--- src/rtl/mdu_iter.sv ---
// Iterative RV64M multiply/divide unit: shift-add multiplier and restoring divider
// behind valid/ready handshakes, with single-cycle fast paths for the special cases.
module mdu_iter #(
  parameter int WIDTH = 64
) (
  input  logic             clk,
  input  logic             reset,
  input  logic             flush,
  input  logic             in_valid,
  output logic             in_ready,
  input  logic [3:0]       op,
  input  logic [WIDTH-1:0] a,
  input  logic [WIDTH-1:0] b,
  output logic             out_valid,
  input  logic             out_ready,
  output logic [WIDTH-1:0] result,
  output logic             busy
);
  // state | meaning
  // IDLE  | waiting for an op, in_ready high unless flushing
  // BUSY  | one iteration per cycle; a final cycle applies signs and extension
  // DONE  | result held on the outputs until out_ready

  localparam int H  = WIDTH / 2;
  localparam int CW = $clog2(WIDTH) + 1;

  typedef enum logic [1:0] {IDLE, BUSY, DONE} state_t;

  state_t           state;
  logic [CW-1:0]    cnt;
  logic             mul_r, rem_r, word_r, neg_q_r, neg_r_r;
  logic [WIDTH:0]   acc;
  logic [WIDTH-1:0] x, y, result_r;

  function automatic logic [WIDTH-1:0] sext_w(input logic [WIDTH-1:0] v);
    return {{H{v[H-1]}}, v[H-1:0]};
  endfunction

  logic             is_mul, is_word, is_signed, is_rem, illegal;
  logic [WIDTH-1:0] a_ext, b_ext, mag_a, mag_b, min_val, fast_res, dividend;
  logic             neg_a, neg_b, div_zero, ovf, fast;

  always_comb begin
    is_mul    = (op == 4'd0) || (op == 4'd1);
    is_word   = op inside {4'd1, 4'd6, 4'd7, 4'd8, 4'd9};
    is_signed = op inside {4'd2, 4'd4, 4'd6, 4'd8};
    is_rem    = op inside {4'd4, 4'd5, 4'd8, 4'd9};
    illegal   = op > 4'd9;
    a_ext = a;
    b_ext = b;
    if (is_word) begin
      a_ext = is_signed ? sext_w(a) : {{H{1'b0}}, a[H-1:0]};
      b_ext = is_signed ? sext_w(b) : {{H{1'b0}}, b[H-1:0]};
    end
    neg_a   = is_signed & a_ext[WIDTH-1];
    neg_b   = is_signed & b_ext[WIDTH-1];
    mag_a   = neg_a ? -a_ext : a_ext;
    mag_b   = neg_b ? -b_ext : b_ext;
    // W dividends start in the top half so WIDTH/2 iterations leave the quotient in the low half
    dividend = is_word ? (mag_a << H) : mag_a;
    min_val  = is_word ? {{(H+1){1'b1}}, {(H-1){1'b0}}} : {1'b1, {(WIDTH-1){1'b0}}};
    div_zero = (b_ext == '0);
    ovf      = is_signed && (a_ext == min_val) && (b_ext == '1);
    fast     = !is_mul && (illegal || div_zero || ovf);
    fast_res = '0;
    if (illegal)       fast_res = '0;
    else if (div_zero) fast_res = is_rem ? a_ext : '1;
    else if (ovf)      fast_res = is_rem ? '0 : a_ext;
    if (is_word) fast_res = sext_w(fast_res);
  end

  logic [WIDTH:0]   mul_acc, shifted, diff;
  logic [WIDTH-1:0] q_fin, r_fin, raw_fin, final_res;

  always_comb begin
    mul_acc   = y[0] ? (acc + {1'b0, x}) : acc;
    shifted   = {acc[WIDTH-1:0], y[WIDTH-1]};
    diff      = shifted - {1'b0, x};
    q_fin     = neg_q_r ? -y : y;
    r_fin     = neg_r_r ? -acc[WIDTH-1:0] : acc[WIDTH-1:0];
    raw_fin   = mul_r ? acc[WIDTH-1:0] : (rem_r ? r_fin : q_fin);
    final_res = word_r ? sext_w(raw_fin) : raw_fin;
  end

  always_ff @(posedge clk) begin
    if (reset) begin
      state    <= IDLE;
      cnt      <= '0;
      mul_r    <= 1'b0;
      rem_r    <= 1'b0;
      word_r   <= 1'b0;
      neg_q_r  <= 1'b0;
      neg_r_r  <= 1'b0;
      acc      <= '0;
      x        <= '0;
      y        <= '0;
      result_r <= '0;
    end else if (flush) begin
      state    <= IDLE;
      result_r <= '0;
    end else begin
      case (state)
        IDLE: if (in_valid) begin
          mul_r   <= is_mul;
          rem_r   <= is_rem;
          word_r  <= is_word;
          neg_q_r <= neg_a ^ neg_b;
          neg_r_r <= neg_a;
          acc     <= '0;
          if (fast) begin
            result_r <= fast_res;
            state    <= DONE;
          end else begin
            cnt   <= is_word ? CW'(H) : CW'(WIDTH);
            x     <= is_mul ? a : mag_b;
            y     <= is_mul ? b : dividend;
            state <= BUSY;
          end
        end
        BUSY: if (cnt != '0) begin
          cnt <= cnt - 1'b1;
          if (mul_r) begin
            acc <= mul_acc;
            x   <= x << 1;
            y   <= y >> 1;
          end else if (!diff[WIDTH]) begin
            acc <= diff;
            y   <= {y[WIDTH-2:0], 1'b1};
          end else begin
            acc <= shifted;
            y   <= {y[WIDTH-2:0], 1'b0};
          end
        end else begin
          result_r <= final_res;
          state    <= DONE;
        end
        DONE: if (out_ready) begin
          result_r <= '0;
          state    <= IDLE;
        end
        default: state <= IDLE;
      endcase
    end
  end

  assign in_ready  = (state == IDLE) && !flush;
  assign out_valid = (state == DONE);
  assign busy      = (state != IDLE);
  assign result    = result_r;
endmodule
--- config.mk ---
export PLATFORM = sky130hd
export DESIGN_NAME = mdu_iter
export DESIGN_NICKNAME = d
export VERILOG_FILES = /design/src/rtl/mdu_iter.sv
export SDC_FILE = /design/constraint.sdc
export NUM_CORES = 2
export LEC_CHECK = 0
export CAP_MARGIN = 20
export CORE_MARGIN = 1
export CORE_UTILIZATION = 46
export CTS_BUF_LIST = sky130_fd_sc_hd__clkbuf_16
export DETAILED_ROUTE_END_ITERATION = 12
export PLACE_DENSITY_LB_ADDON = 0.08
export SYNTH_ARGS = -nofsm -noshare
export SYNTH_HDL_FRONTEND = slang
export SYNTH_SLANG_ARGS = --single-unit
--- constraint.sdc ---
create_clock -name clk -period 4.73 [get_ports clk]
set_clock_uncertainty 0.05 [all_clocks]
set_input_delay 0.946 -clock clk [delete_from_list [all_inputs] [get_ports clk]]
set_output_delay 0.946 -clock clk [all_outputs]
set_load 0.02 [all_outputs]
**Yosys cells after proc, flatten, opt, wreduce, memory -nomap -nowiden**

Cells that the tools add are included.

- Register bits: 271
- Bits of input ports: 137
- Output and inout port bits: 67
- Logic and storage cells: 122

- Add/subtract/negate cells: 7
- Order comparisons: 1
- Eq/ne operators: 20
- Multiplexer cells: 53
- Bitwise gates (word level): 4
- Reductions and logical operators: 26

Operators by type and width:

| cell | number |
|---|---|
| 64-bit 2-to-1 mux | 32 |
| 65-bit 2-to-1 mux | 5 |
| 64-bit negator | 4 |
| 64-bit case mux with 2 select lines | 2 |
| 64-bit case mux with 3 select lines | 1 |
| 65-bit case mux with 2 select lines | 1 |
| 65-bit by 64-bit adder with 65-bit output | 1 |
| 65-bit by 64-bit subtractor with 65-bit output | 1 |
| 64-bit equality test | 1 |
| 64-bit equality test (second input constant) | 1 |
| 64-bit logical NOT | 1 |
| 63-bit 2-to-1 mux | 1 |
| 7-bit 2-to-1 mux | 4 |
| 4-bit by 3-bit equality test with 1-bit output (second input constant) | 4 |
| 5-bit AND reduction | 3 |
| 7-bit case mux with 2 select lines | 1 |
| 2-bit inequality test (second input constant) | 6 |
| 4-bit equality test (second input constant) | 2 |
| 2-bit 2-to-1 mux | 4 |
| 4-bit nonzero test | 2 |
| 7-bit nonzero test | 1 |
| 7-bit by 1-bit subtractor with 7-bit output (second input constant) | 1 |
| 2-bit case mux with 3 select lines | 1 |
| 3-bit AND reduction | 2 |
| other kinds (21) | 29 |

**Depth between registers and ports, before layout**

- Depth in word-level cells: 14
- Depth in mapped cells: 16

**Least setup slack after synthesis**

Ideal clock, no wire load.

- Kind: in2reg
- From: input port b[3]
- To: register result_r[62] (netlist: result[62])
- Setup time: 122 ps
- Arrival time: 3,810 ps
- Data required time: 4,558 ps
- Setup slack: 749 ps
- Stages: 13
- Path buffers: 2
- Cells stage by stage: buf_2 -> or4_1 -> buf_2 -> or4_4 -> a211o_1 -> nor4_4 -> nand2_2 -> nand2_1 -> maj3_1 -> o21ai_2 -> a21oi_2 -> o21a_1 -> a31oi_1

- Word-level cells in the longest chain between the ends: 11

Ends and longest elaborated chain:

| item | RTL line | text |
|---|---|---|
| from (decl) | 13 | `input logic [WIDTH-1:0] b,` |
| 64-bit 2-to-1 mux | 53 | `b_ext = is_signed ? sext_w(b) : {{H{1'b0}}, b[H-1:0]};` |
| 64-bit 2-to-1 mux * | 51 | `if (is_word) begin` |
| 64-bit equality test | 63 | `ovf = is_signed && (a_ext == min_val) && (b_ext == '1);` |
| 1-bit logical AND | 63 |  |
| 64-bit 2-to-1 mux | 68 | `else if (ovf) fast_res = is_rem ? '0 : a_ext;` |
| 64-bit 2-to-1 mux | 67 | `else if (div_zero) fast_res = is_rem ? a_ext : '1;` |
| 64-bit 2-to-1 mux | 66 | `if (illegal) fast_res = '0;` |
| 64-bit 2-to-1 mux | 69 | `if (is_word) fast_res = sext_w(fast_res);` |
| 64-bit 2-to-1 mux | 110 | `if (fast) begin` |
| 64-bit 2-to-1 mux | 103 | `IDLE: if (in_valid) begin` |
| 64-bit case mux with 3 select lines | 102 | `case (state)` |
| to (signal assigned) | 111 | `result_r <= fast_res;` |
| to (signal assigned) | 134 | `result_r <= final_res;` |
| to (decl) | 33 | `logic [WIDTH-1:0] x, y, result_r;` |

Mark *: on every way between the ends. The rest lies on a longest branch, timed or not. The select of a mux whose other input is x is not followed.
A chain may end at the register's enable or synchronous reset.

**Worst setup path in the final report**

- From: register y[63]
- To: register acc[61]

- Word-level cells in the longest chain between the ends: 5

Ends and longest elaborated chain:

| item | RTL line | text |
|---|---|---|
| from (decl) | 33 |  |
| from (signal assigned) | 116 | `y <= is_mul ? b : dividend;` |
| from (signal assigned) | 125 | `y <= y >> 1;` |
| from (signal assigned) | 128 | `y <= {y[WIDTH-2:0], 1'b1};` |
| 65-bit by 64-bit subtractor with 65-bit output | 78 | `diff = shifted - {1'b0, x};` |
| 65-bit 2-to-1 mux | 126 | `end else if (!diff[WIDTH]) begin` |
| 65-bit 2-to-1 mux | 122 | `if (mul_r) begin` |
| 65-bit 2-to-1 mux | 120 | `BUSY: if (cnt != '0) begin` |
| 65-bit case mux with 2 select lines | 102 |  |
| to (signal assigned) | 123 | `acc <= mul_acc;` |
| to (signal assigned) | 127 | `acc <= diff;` |
| to (signal assigned) | 130 | `acc <= shifted;` |
| to (decl) | 32 | `logic [WIDTH:0] acc;` |

No other way between the ends. The select of a mux whose other input is x is not followed.

==> flow_metrics.tcl <==
set metrics [dict create \
    status "finished, final reports clean" \
    switching_share_pct 40.48 \
    cts_max_path_buffers 3 \
    fin_util_pct 56.57 \
    ant_nets 0 \
    fillCellCount 6485 \
    min_period_ns 4.484 \
    drtIter0Drc 4605 \
    dp_hpwl_um 114600 \
    placed_area_um2 35550 \
    crit_type "reg2reg" \
    startpoint "y[63]" \
    ys_ff_latch 270 \
    setup_viol 0 \
    via_count 36520 \
    postSynthCellCount 4376 \
    r2r_start "y[63]" \
    grt_pass1_wl_um 214200 \
    hold_violations 0 \
    p_int_mw 5.200 \
    coreArea_um2 64810 \
    syn_to_final_growth_pct 21.04 \
    syn-cell-area_um2 30290 \
    cts_num_sinks 270 \
    crit_path_end "acc[61]" \
    avgSynthCellArea_um2 6.922 \
    powerDensity_nw_per_um2 238.3 \
    cap_viol_max_count 0 \
    antenna_found_initial 3 \
    combPwrFrac_pct 39.2 \
    ys_types 102 \
    multi_input_area_um2 23010 \
    stdcell_area_um2 36660 \
    wl_per_cell_um 26.31 \
    syn_nets 4653 \
    rrSetupSlack_ns 0.25 \
    yosys_warnings 0 \
    cts_tree "built" \
    crit_required_ns 5.12 \
    place.port_buffers 203 \
    regArea_um2 5413 \
    vias_per_cell 6.590 \
    max_freq_ghz 0.2230 \
    slew_viol_final 0 \
    synth_edf_count 0 \
    dp_slack_ns -0.07390 \
    dieArea_um2 66880 \
    power_mw 8.737 \
    place_congestion 1.024 \
    routed_wl_um 145800 \
    pwr-share-seq_pct 30.1 \
    ir_worst_vdd_mv 0.2283 \
    async_flop_share_pct 0 \
    worst_setup_path_start_kind "flop" \
    rsz0062_at_grt "false" \
    yosysSeqAreaShare_pct 17.84 \
    yosys_most_used_dff "dfxtp_1" \
    worstMarginPinSlew_ns 1.100 \
    min_path_type "reg2reg" \
    path_max_fanout 4 \
    cts.clk_slew.worst_paths_ns 0.06 \
    maxSlewHeadroom_pct 26.54 \
    ctsHtreeMaxLevel 2 \
    drc 0 \
    start_util_pct 46.73 \
    grt_max_degree 117 \
    r2r_cells 20 \
    fp.dieH_um 258.6 \
    end_kind "flop" \
    finalCritPeriodShare_pct 94.80 \
    p_clk_share_pct 30.8 \
    fin_nets 4936 \
    cts_buffers 36 \
    insertion_delay_ns 0.57 \
    overflow 0 \
    grt_pass1_vias 33050 \
    pin_count 204 \
    fin_ws_ns 0.2459 \
    power.switching_mw 3.537 \
    firstDrtPassIters 8 \
    cts_hold_buf 0 \
    power_leakage_nw 14.61 \
    grt_usage_pct 42.07 \
    crit_arrival_ns 4.87 \
    die_width_um 258.6 \
    clockRootBuffer "clkbuf_16" \
    drive_gt1_share_pct 12.55 \
    r2r_end "acc[61]" \
    rows 93 \
]
what timing repair did:
action / in CTS / in global routing
setup buffers: 0 / 0
gates resized for setup: 0 / 1
endpoints found under the setup margin: 0 / 6
endpoints found under the hold margin: 0 / 0
worst min-delay path by stage:
stage	to	start	slack [ns]	cells past startpoint
2_1_floorplan	x[49]	x[49]	0.40	2
3_3_place_gp	x[49]	x[49]	0.42	2
3_5_place_dp	x[49]	x[49]	0.42	2
4_1_cts	x[49]	x[49]	0.43	2
5_1_grt	cnt[4]	cnt[4]	0.46	2
6_report	x[49]	x[49]	0.43	2
area by class of cell:
cell class | count | share of cell area [%]
multi-input combinational | 3592 | 62.77
sequential | 270 | 14.76
inverter | 135 | 1.382
timing repair buffer | 624 | 15.15
antenna | 1 | 0.006825
clock inverter | 29 | 0.5563
tap | 855 | 2.918
clock buffer | 36 | 2.457
critical path: stages (launching register included):
cell and delay (ns):
dfxtp_1 0.31, inv_1 0.18, ha_1 0.23, inv_1 0.07, fa_1 0.44, a211oi_1 0.24
nor2_1 0.13, o311ai_0 0.30, buf_4 0.21, a2111oi_0 0.09, buf_4 0.15, nor4_1 0.16
buf_4 0.17, o21ai_1 0.07, buf_4 0.16, a21oi_4 0.28, xnor2_4 0.17, nand2_1 0.24
buf_4 0.25, a2111o_1 0.27, a22o_1 0.18
cells in the mapped netlist (all sizes together) (86+ instances only):
library cell	n	area share, %
inv	133	1.6
ha	138	5.7
a21o	87	2.2
xor2	142	4.1
nor3	133	2.2
clkbuf	310	3.8
o21ai	354	5.9
nor2	464	5.7
dfxtp	270	18
a221oi	86	2.5
xnor2	125	3.6
a21oi	489	8.1
mux2i	86	2.8
nand2	345	4.3
a211oi	186	4.6
power by group through the flow:
stage               clock network (mW)  registers (mW)  logic [mW]
detailed placement                   0            2.66        3.29
finish                            2.69            2.63        3.42
global route                      2.79            2.64        3.63
CTS                               2.70            2.61        3.31
floorplan                            0            2.59        1.90
global placement                     0            2.66        3.30
sequential cells by signal, summed over array words and instances, names as in the netlist:
register	count
rem_r	1
result	64
word_r	1
cnt	7
state	2
y	64
neg_r_r	1
neg_q_r	1
x	64
mul_r	1
acc	64
routing by layer:
metal,GRT usage [%],routed length (µm)
met3,9.028,15930
met5,0,10
met4,18.79,7079
met1,58.93,62470
met2,61.27,60300
through the flow:
stage / cells / hold slack, ns / setup TNS, ns
global placement: 5476 / 0.4159 / -0.09573
floorplan: 4376 / 0.4030 / 0
global route: 5541 / 0.4627 / 0
detailed placement: 5476 / 0.4248 / -0.2759
finish: 5542 / 0.4289 / 0
CTS: 5541 / 0.4331 / 0
cell families after synthesis:
| group | Yosys count | share of synthesized area, % |
|---|---|---|
| fa+ha+maj | 141 | 5.866 |
| flops | 270 | 17.84 |
| mux | 102 | 3.437 |
| compound gates | 1727 | 37.10 |
| xor+xnor | 267 | 7.770 |
| buf+inv | 514 | 6.609 |
| simple gates | 1355 | 21.37 |
placed cells by master (no fill, tap or decap), drive strengths merged, types with 22 or more instances in the layout:
master / synthesis / layout
buf: 69 / 422
nor3: 133 / 133
nand3: 71 / 71
clkdlybuf4s50: 0 / 202
or3: 37 / 37
nor4: 53 / 53
and2: 22 / 22
dfxtp: 270 / 270
inv: 133 / 143
o21a: 23 / 23
o21ai: 354 / 354
nand2b: 27 / 27
xor2: 142 / 142
xnor2: 125 / 125
a21oi: 489 / 489
ha: 138 / 138
nor2: 464 / 464
o211ai: 65 / 65
a211oi: 186 / 186
mux2i: 86 / 86
nand4: 60 / 60
o41ai: 25 / 25
and3: 32 / 32
a22o: 26 / 26
o21bai: 31 / 31
clkbuf: 310 / 36
or4: 35 / 35
a22oi: 35 / 35
a21o: 87 / 87
a31oi: 67 / 67
a221oi: 86 / 86
nand2: 345 / 345
o31ai: 66 / 66
No activity file was read; power rests on OpenSTA's default activity.
